===== src/rtl/lfsr_range_gen.sv =====
// Pseudo-random range generator: a 16-bit Galois LFSR feeds rejection sampling against [LO,HI] and a parity mode.
// Optional build macro LFSR_RANGE_STATS_EN enables the saturating reject counter; otherwise reject_cnt is tied to 0.
module lfsr_range_gen #(
  parameter int          WIDTH     = 7,
  parameter int          LO        = 34,
  parameter int          HI        = 65,
  parameter logic [15:0] SEED      = 16'hACE1,
  parameter int          MAX_TRIES = 64
) (
  input  logic             clk,
  input  logic             rst,
  input  logic             en,
  input  logic [1:0]       mode,
  input  logic             seed_load,
  input  logic [15:0]      seed_in,
  output logic [WIDTH-1:0] data,
  output logic             out_valid,
  input  logic             out_ready,
  output logic             err,
  output logic [15:0]      reject_cnt
);

  localparam logic [15:0]      TAPS      = 16'hB400;
  localparam logic [15:0]      SEED_SAFE = (SEED == 16'h0000) ? 16'hACE1 : SEED;
  localparam logic [WIDTH-1:0] LO_W      = WIDTH'(LO);
  localparam logic [WIDTH-1:0] HI_W      = WIDTH'(HI);
  localparam int               TW        = $clog2(MAX_TRIES);
  localparam logic [TW-1:0]    TRY_LAST  = TW'(MAX_TRIES - 1);

  typedef enum logic [1:0] {
    IDLE = 2'd0,
    GEN  = 2'd1,
    HOLD = 2'd2
  } state_t;

  state_t           state_reg;
  logic [15:0]      lfsr_reg;
  logic [15:0]      lfsr_next;
  logic [15:0]      seed_safe_in;
  logic [WIDTH-1:0] data_reg;
  logic             out_valid_reg;
  logic             err_reg;
  logic [TW-1:0]    tries_reg;

  logic [WIDTH-1:0] cand;
  logic             in_range;
  logic             parity_ok;
  logic             accept;

  // Right-shifting Galois step: the bit shifted out is folded back in on the tap positions.
  genvar gi;
  generate
    for (gi = 0; gi < 16; gi++) begin : g_lfsr
      if (gi == 15) begin : g_top
        assign lfsr_next[gi] = TAPS[gi] & lfsr_reg[0];
      end else begin : g_mid
        assign lfsr_next[gi] = lfsr_reg[gi+1] ^ (TAPS[gi] & lfsr_reg[0]);
      end
    end
  endgenerate

  // An all-zero seed would lock the LFSR, so it is swapped for the default pattern.
  assign seed_safe_in = (seed_in == 16'h0000) ? 16'hACE1 : seed_in;

  assign cand     = lfsr_reg[WIDTH-1:0];
  assign in_range = (cand >= LO_W) && (cand <= HI_W);

  always_comb begin
    parity_ok = 1'b1;
    case (mode)
      2'b01:   parity_ok = cand[0];
      2'b10:   parity_ok = ~cand[0];
      default: parity_ok = 1'b1;
    endcase
  end

  assign accept = in_range && parity_ok;

  always_ff @(posedge clk) begin
    if (rst) begin
      state_reg     <= IDLE;
      lfsr_reg      <= SEED_SAFE;
      data_reg      <= '0;
      out_valid_reg <= 1'b0;
      err_reg       <= 1'b0;
      tries_reg     <= '0;
    end else if (seed_load) begin
      // Reseeding restarts the stream: any untaken value is dropped.
      state_reg     <= IDLE;
      lfsr_reg      <= seed_safe_in;
      out_valid_reg <= 1'b0;
      err_reg       <= 1'b0;
      tries_reg     <= '0;
    end else begin
      case (state_reg)
        IDLE: begin
          if (en && !err_reg) begin
            state_reg <= GEN;
          end
        end
        GEN: begin
          if (!en) begin
            state_reg <= IDLE;
          end else begin
            lfsr_reg <= lfsr_next;
            if (accept) begin
              data_reg      <= cand;
              out_valid_reg <= 1'b1;
              tries_reg     <= '0;
              state_reg     <= HOLD;
            end else if (tries_reg == TRY_LAST) begin
              err_reg   <= 1'b1;
              tries_reg <= '0;
              state_reg <= IDLE;
            end else begin
              tries_reg <= tries_reg + 1'b1;
            end
          end
        end
        HOLD: begin
          // out_valid is always high here, so out_ready alone completes the handshake.
          if (out_ready) begin
            out_valid_reg <= 1'b0;
            state_reg     <= en ? GEN : IDLE;
          end
        end
        default: begin
          state_reg <= IDLE;
        end
      endcase
    end
  end

  assign data      = data_reg;
  assign out_valid = out_valid_reg;
  assign err       = err_reg;

`ifdef LFSR_RANGE_STATS_EN
  logic        reject_now;
  logic [15:0] reject_cnt_reg;

  assign reject_now = (state_reg == GEN) && en && !accept;

  always_ff @(posedge clk) begin
    if (rst || seed_load) begin
      reject_cnt_reg <= '0;
    end else if (reject_now && (reject_cnt_reg != 16'hFFFF)) begin
      reject_cnt_reg <= reject_cnt_reg + 16'd1;
    end
  end

  assign reject_cnt = reject_cnt_reg;
`else
  assign reject_cnt = '0;
`endif

endmodule

===== config.mk =====
export PLATFORM = sky130hd
export DESIGN_NAME = lfsr_range_gen
export DESIGN_NICKNAME = d
export VERILOG_FILES = /design/src/rtl/lfsr_range_gen.sv
export SDC_FILE = /design/constraint.sdc
export NUM_CORES = 1
export LEC_CHECK = 0
export ABC_CLOCK_PERIOD_IN_PS = 1900
export BUFFER_PORTS_ARGS = -buffer_cell sky130_fd_sc_hd__buf_4
export CORE_AREA = 5 5 77 79
export DETAILED_ROUTE_END_ITERATION = 7
export DIE_AREA = 0 0 82 84
export PLACE_DENSITY = 0.67
export SYNTH_ARGS = -nofsm -noshare
export SYNTH_HDL_FRONTEND = slang
export SYNTH_SLANG_ARGS = --single-unit

===== constraint.sdc =====
create_clock -name clk -period 1.9 [get_ports clk]
set_input_delay 0 -clock clk [delete_from_list [all_inputs] [get_ports clk]]
set_output_delay 0 -clock clk [all_outputs]
set_load 0.01 [all_outputs]

* Word level (Yosys, flattened, before mapping)
Cells that the tools add are included.
** Word-level totals
- ROM bits :: 0
- Memories :: 0
- Flip-flop bits (word level) :: 33
- Bits of input ports :: 23
- Bits in latches :: 0
- RAM bits :: 0
** Operators by class
- Mux-type cells :: 18
- Multiply operators :: 0
- Add/sub/neg operators :: 1
- Shifts and indexed selects :: 0
- Div/mod/pow operators :: 0
- Equality and inequality tests :: 10
- Bitwise operators :: 6
- Magnitude comparators :: 2
- Reductions and logical operators :: 16
** Operators by type and width (count)
- $mux 16 :: 4
- $logic_not 16->1 :: 1
- $mux 6 :: 2
- $reduce_and 4->1 :: 3
- $mux 2 :: 5
- $ne 2x2->1 const B :: 4
- $ge 7x6->1 const B :: 1
- $le 7x7->1 const B :: 1
- $add 6x1->6 const B :: 1
- $eq 6x6->1 const B :: 1
- $pmux 2 s3 :: 1
- $reduce_bool 2->1 :: 3
- $eq 2x1->1 const B :: 2
- $eq 2x2->1 const B :: 2
- $mux 1 :: 4
- $ne 4x4->1 const B :: 1
- $pmux 1 s2 :: 2
- $reduce_and 2->1 :: 2
- $logic_and 1x1->1 :: 3
- $not 1->1 :: 3
- $reduce_and 3->1 :: 1
- $xor 1x1->1 :: 3
- $logic_not 2->1 :: 1
- $reduce_or 2->1 :: 1
- $logic_not 1->1 :: 1

* Longest topological paths before layout
- Depth after elaboration :: 6
- Mapped depth :: 7
- Depth with buffers taken out :: 7

* Worst setup path after synthesis
No wires, ideal clock.
- Path kind :: register to register
- From :: register lfsr_reg[1]
- To :: register data_reg[0] (netlist: data[0])
- Stages on the path, launching flop included :: 6
- Data required time :: 1.772 ns
- Arrival time :: 1.527 ns
- Setup time :: 0.128 ns
- Clock period less this slack :: 1.655 ns
- Slack :: 0.245 ns
- Cell sequence :: dfxtp_1 -> nor4_2 -> mux2i_1 -> nor4_4 -> mux2i_1 -> nor2_1
** On the way
- Longest elaborated chain between the ends :: 4
- Elaborated cells on any way between the ends :: 5
** RTL lines
- start: declaration :: RTL line 37 : logic [15:0] lfsr_reg;
- start signal: assignment :: RTL line 90 : lfsr_reg <= seed_safe_in;
- start signal: assignment :: RTL line 105 : lfsr_reg <= lfsr_next;
- $ge 7x6->1 / $le 7x7->1 (equally long branches) :: RTL line 66 : assign in_range = (cand >= LO_W) && (cand <= HI_W);
- $logic_and 1x1->1 * :: RTL line 66
- $logic_and 1x1->1 * :: RTL line 77 : assign accept = in_range && parity_ok;
- $reduce_and 4->1 (no source line) *
- end signal: assignment :: RTL line 107 : data_reg <= cand;
- end: declaration :: RTL line 40 : logic [WIDTH-1:0] data_reg;
Every way passes the cells marked *; elsewhere a longest branch is shown, timed or not.
A chain may end at the register's enable or synchronous reset.

* Final worst setup path
- From :: register lfsr_reg[1]
- To :: register tries_reg[0]
** On the way
- Longest elaborated chain between the ends :: 4
- Elaborated cells on any way between the ends :: 5
** RTL lines
- $ge 7x6->1 / $le 7x7->1 (equally long branches) :: RTL line 66
- $logic_and 1x1->1 * :: RTL line 66
- $logic_and 1x1->1 * :: RTL line 77
- $mux 6 * :: RTL line 106 : if (accept) begin
- end signal: assignment :: RTL line 116 : tries_reg <= tries_reg + 1'b1;
- end: declaration :: RTL line 43 : logic [TW-1:0] tries_reg;
Marked as above.

==> impl_metrics.csv <==
group,metric,value,unit
timing,fin_crit_sh,89.32,%
finish,n_antenna_cell,0,
grt,use_met1,15.61,%
pwr,p_per_area,713.4,nW/um^2
synth,yosys.cell_count.top_type,"nor2_1",
synth,yosysUniqueCellTypes,36,
route,wl,3941,um
route,drtIter0Drc,90,
critical_path,slowest_delay,0.40,ns
route,drc_errors,0,
synth,yosys_warnings,0,
synth,yosys.area.top_type,"dfxtp_1",
finish,drive_above_1_share,17.74,%
critical_path,worstSetupPathType,"reg2reg",
synth,ys_seq_area_share,38.43,%
timing,rsz0062_at_grt,"false",
critical_path,worstRegToRegCells,5,
run_status,status,"complete, no violations",
clocking,cts_made_buffers,5,
grt,grt_pass1_vias,1448,
critical_path,crit_required,2.11,ns
worst_hold_path,min_path_type,"in2reg",
synth,synth.top_cell.area_share,38.43,%
synth,ys_ff_latch,33,
timing,fin_setup_tns,0,ns
route,routedWlPerCell,11.69,um
route,vias,1577,
timing,min_period,1.697,ns
critical_path,slowest_stage,"mux2i_1",
timing,max_freq,589.3,MHz
clocking,tritoncts,"done",
floorplanning,die_area,6888,sq um
finish,layout.nets,290,
grt,grtUsageTotal,12.21,%
floorplanning,rows,27,
timing,finalHoldViolCount,0,
floorplanning,pin_count,48,
synth,synthTopCellsByArea,"dfxtp_1 38%, nor2_1 9.0%, a21oi_1 7.0%",
placement,placed_cell_area,1954,sq um
grt,grt_overflow,0,
worst_hold_path,hold_path_end,"state_reg[0]$_SDFFE_PP0P_",
timing,fin_skew,0.004136,ns
clocking,clk_pin_slew,0.07,ns
critical_path,cp-end-kind,"register",
flow_run,cap_violations,0,
timing,whs,0.01215,ns
grt,grt_max_degree,29,
critical_path,r2r-end,"tries_reg[0]$_SDFFE_PP0P_",
finish,area_delta_synth_final,30.57,%
floorplanning,initial_utilization,32.62,%
critical_path,path_cells,"nor4_2, mux2i_1, or2_1, nand3_1, o31ai_1",
synth,netlist_area,1719,sq um
clocking,cts_buffer_depth,2,
placement,numPortBuffers,31,
grt,grt_util_met3,3.672,%
placement,hpwl,2773,um
worst_hold_path,hp-start,"en",
synth,avgSynthCellArea,7.850,sq um
route,vias_per_cell,4.680,
synth,syn_inst,219,
critical_path,worst-path-max-fanout,5,
grt,antenna_found_initial,0,
grt,grt_pass1_wl,6624,um
synth,yosys_most_used_dff,"dfxtp_1",
finish,utilization,42.59,%
clocking,htreeDepth,2,
finish,largest_register_ffs,16,
finish,stdcell_area,2245,sq um
timing,finalSetupViolCount,0,
floorplanning,die_height,84,um
clocking,cts.sinks,33,
grt,grt.busiest_layer,"met2",
critical_path,critPathArrivalTime,1.90,ns
placement,gp_congestion,0.7369,
critical_path,timing.rr.start,"lfsr_reg[1]$_SDFFE_PP0P_",
clocking,clock_latency,0.29,ns
critical_path,r2r_setup_slack,0.20,ns
critical_path,worstSetupStartpointType,"register",
pwr,p_leak,0.8855,nW
synth,async_reset_ff_share,0,%
timing,slew_violations,0,
synth,synthTopCellsByCount,"41 x nor2_1, 33 x dfxtp_1, 24 x a21oi_1, 20 x nand2_1, 16 x buf_4",
grt,gr-usage-met2,19.25,%
clocking,root_buffer,"clkbuf_8",
floorplanning,core,5270,sq um
route,firstDrtPassIters,4,
pwr,ir_drop,0.0003973,V
floorplanning,chipWidth,82,um
worst_hold_path,worstHoldPathCells,3,
synth,synth_edf_count,0,
route,drtAntennaViolNets,0,
==> per-stage QoR <==
step | total power [mW] | instances | setup WS, ns
after global routing | 1.680 | 337 | 0.02180
after detailed placement | 0.9231 | 312 | 0.1319
final | 1.601 | 337 | 0.2029
after floorplan | 0.8818 | 234 | 0.2451
after CTS | 1.620 | 337 | 0.1482
after global placement | 0.9215 | 312 | 0.1577
==> worst max-delay path by stage <==
stage	startpoint	to	slack (ns)	cells after the start
2_1_floorplan	lfsr_reg[1]$_SDFFE_PP0P_	data[0]$_SDFFE_PP0P_	0.25	5
3_3_place_gp	lfsr_reg[0]$_SDFFE_PP1P_	tries_reg[0]$_SDFFE_PP0P_	0.16	5
3_5_place_dp	lfsr_reg[0]$_SDFFE_PP1P_	tries_reg[0]$_SDFFE_PP0P_	0.13	5
4_1_cts	lfsr_reg[0]$_SDFFE_PP1P_	tries_reg[0]$_SDFFE_PP0P_	0.15	5
5_1_grt	lfsr_reg[1]$_SDFFE_PP0P_	tries_reg[0]$_SDFFE_PP0P_	0.02	5
6_report	lfsr_reg[1]$_SDFFE_PP0P_	tries_reg[0]$_SDFFE_PP0P_	0.20	5
==> power breakdown <==
group / internal, mW / leakage, nW / switching (mW) / total, mW
Combinational: 0.101 / 0.562 / 0.102 / 0.203
Clock: 0.392 / 0.0543 / 0.272 / 0.664
Sequential: 0.713 / 0.269 / 0.0212 / 0.735
Total: 1.21 / 0.885 / 0.395 / 1.60
==> worst max-delay path: cells and delay by family (launching register included) <==
family	cells	cell delay, ns
simple gates	3	0.68
mux	1	0.40
flops	1	0.34
compound gates	1	0.19
==> cell type report <==
class	instances	area [sq um]
multi-input cells	171	945.9
inverters	2	7.507
well taps	72	90.09
flip-flops and latches	33	660.6
repair buffers	51	425.4
fillers	553	3025
clock inverters	3	46.29
clock buffers	5	68.82
==> kinds of logic after synthesis <==
logic type / Yosys count / synth area share [%]
and+or+nand+nor: 100 / 29.11
AOI/OAI and AO/OA: 39 / 12.74
DFF: 33 / 38.43
buffers and inverters: 30 / 10.12
muxes: 8 / 4.658
xor gates and xnor gates: 5 / 2.548
adders and majority gates: 3 / 2.184
other: 1 / 0.2181
==> placed cells by master (no fill, tap or decap), types with 2 or more instances in the layout <==
master / Yosys / layout
a21oi_1: 24 / 24
and3_1: 2 / 2
buf_4: 16 / 34
clkbuf_8: 0 / 5
conb_1: 1 / 16
dfxtp_1: 33 / 33
dlygate4sd3_1: 0 / 17
ha_1: 3 / 3
inv_1: 2 / 2
mux2i_1: 8 / 8
nand2_1: 20 / 20
nand2b_1: 9 / 9
nand3_1: 4 / 4
nand3b_1: 3 / 3
nand4_1: 4 / 4
nor2_1: 41 / 41
nor2b_1: 4 / 4
nor4_1: 4 / 4
o22ai_1: 8 / 8
or3_1: 2 / 2
xnor2_1: 3 / 3
xor2_1: 2 / 2
==> per-layer routing <==
metal	wire length (um)	part of all wire, %	vias to the layer above
li1	-	-	805
met1	1738	44	707
met2	1853	47	58
met3	280	7.1	7
met4	68	1.7	0
met5	0	0	-
==> what timing repair did <==
action                                 in CTS  in global routing
endpoints found under the hold margin      17                  0
hold buffers                               17                  0
buffers inserted                            0                  0
setup endpoints to repair                   0                  1
resized for setup                           0                  1
(Power assumes the default switching activity.)
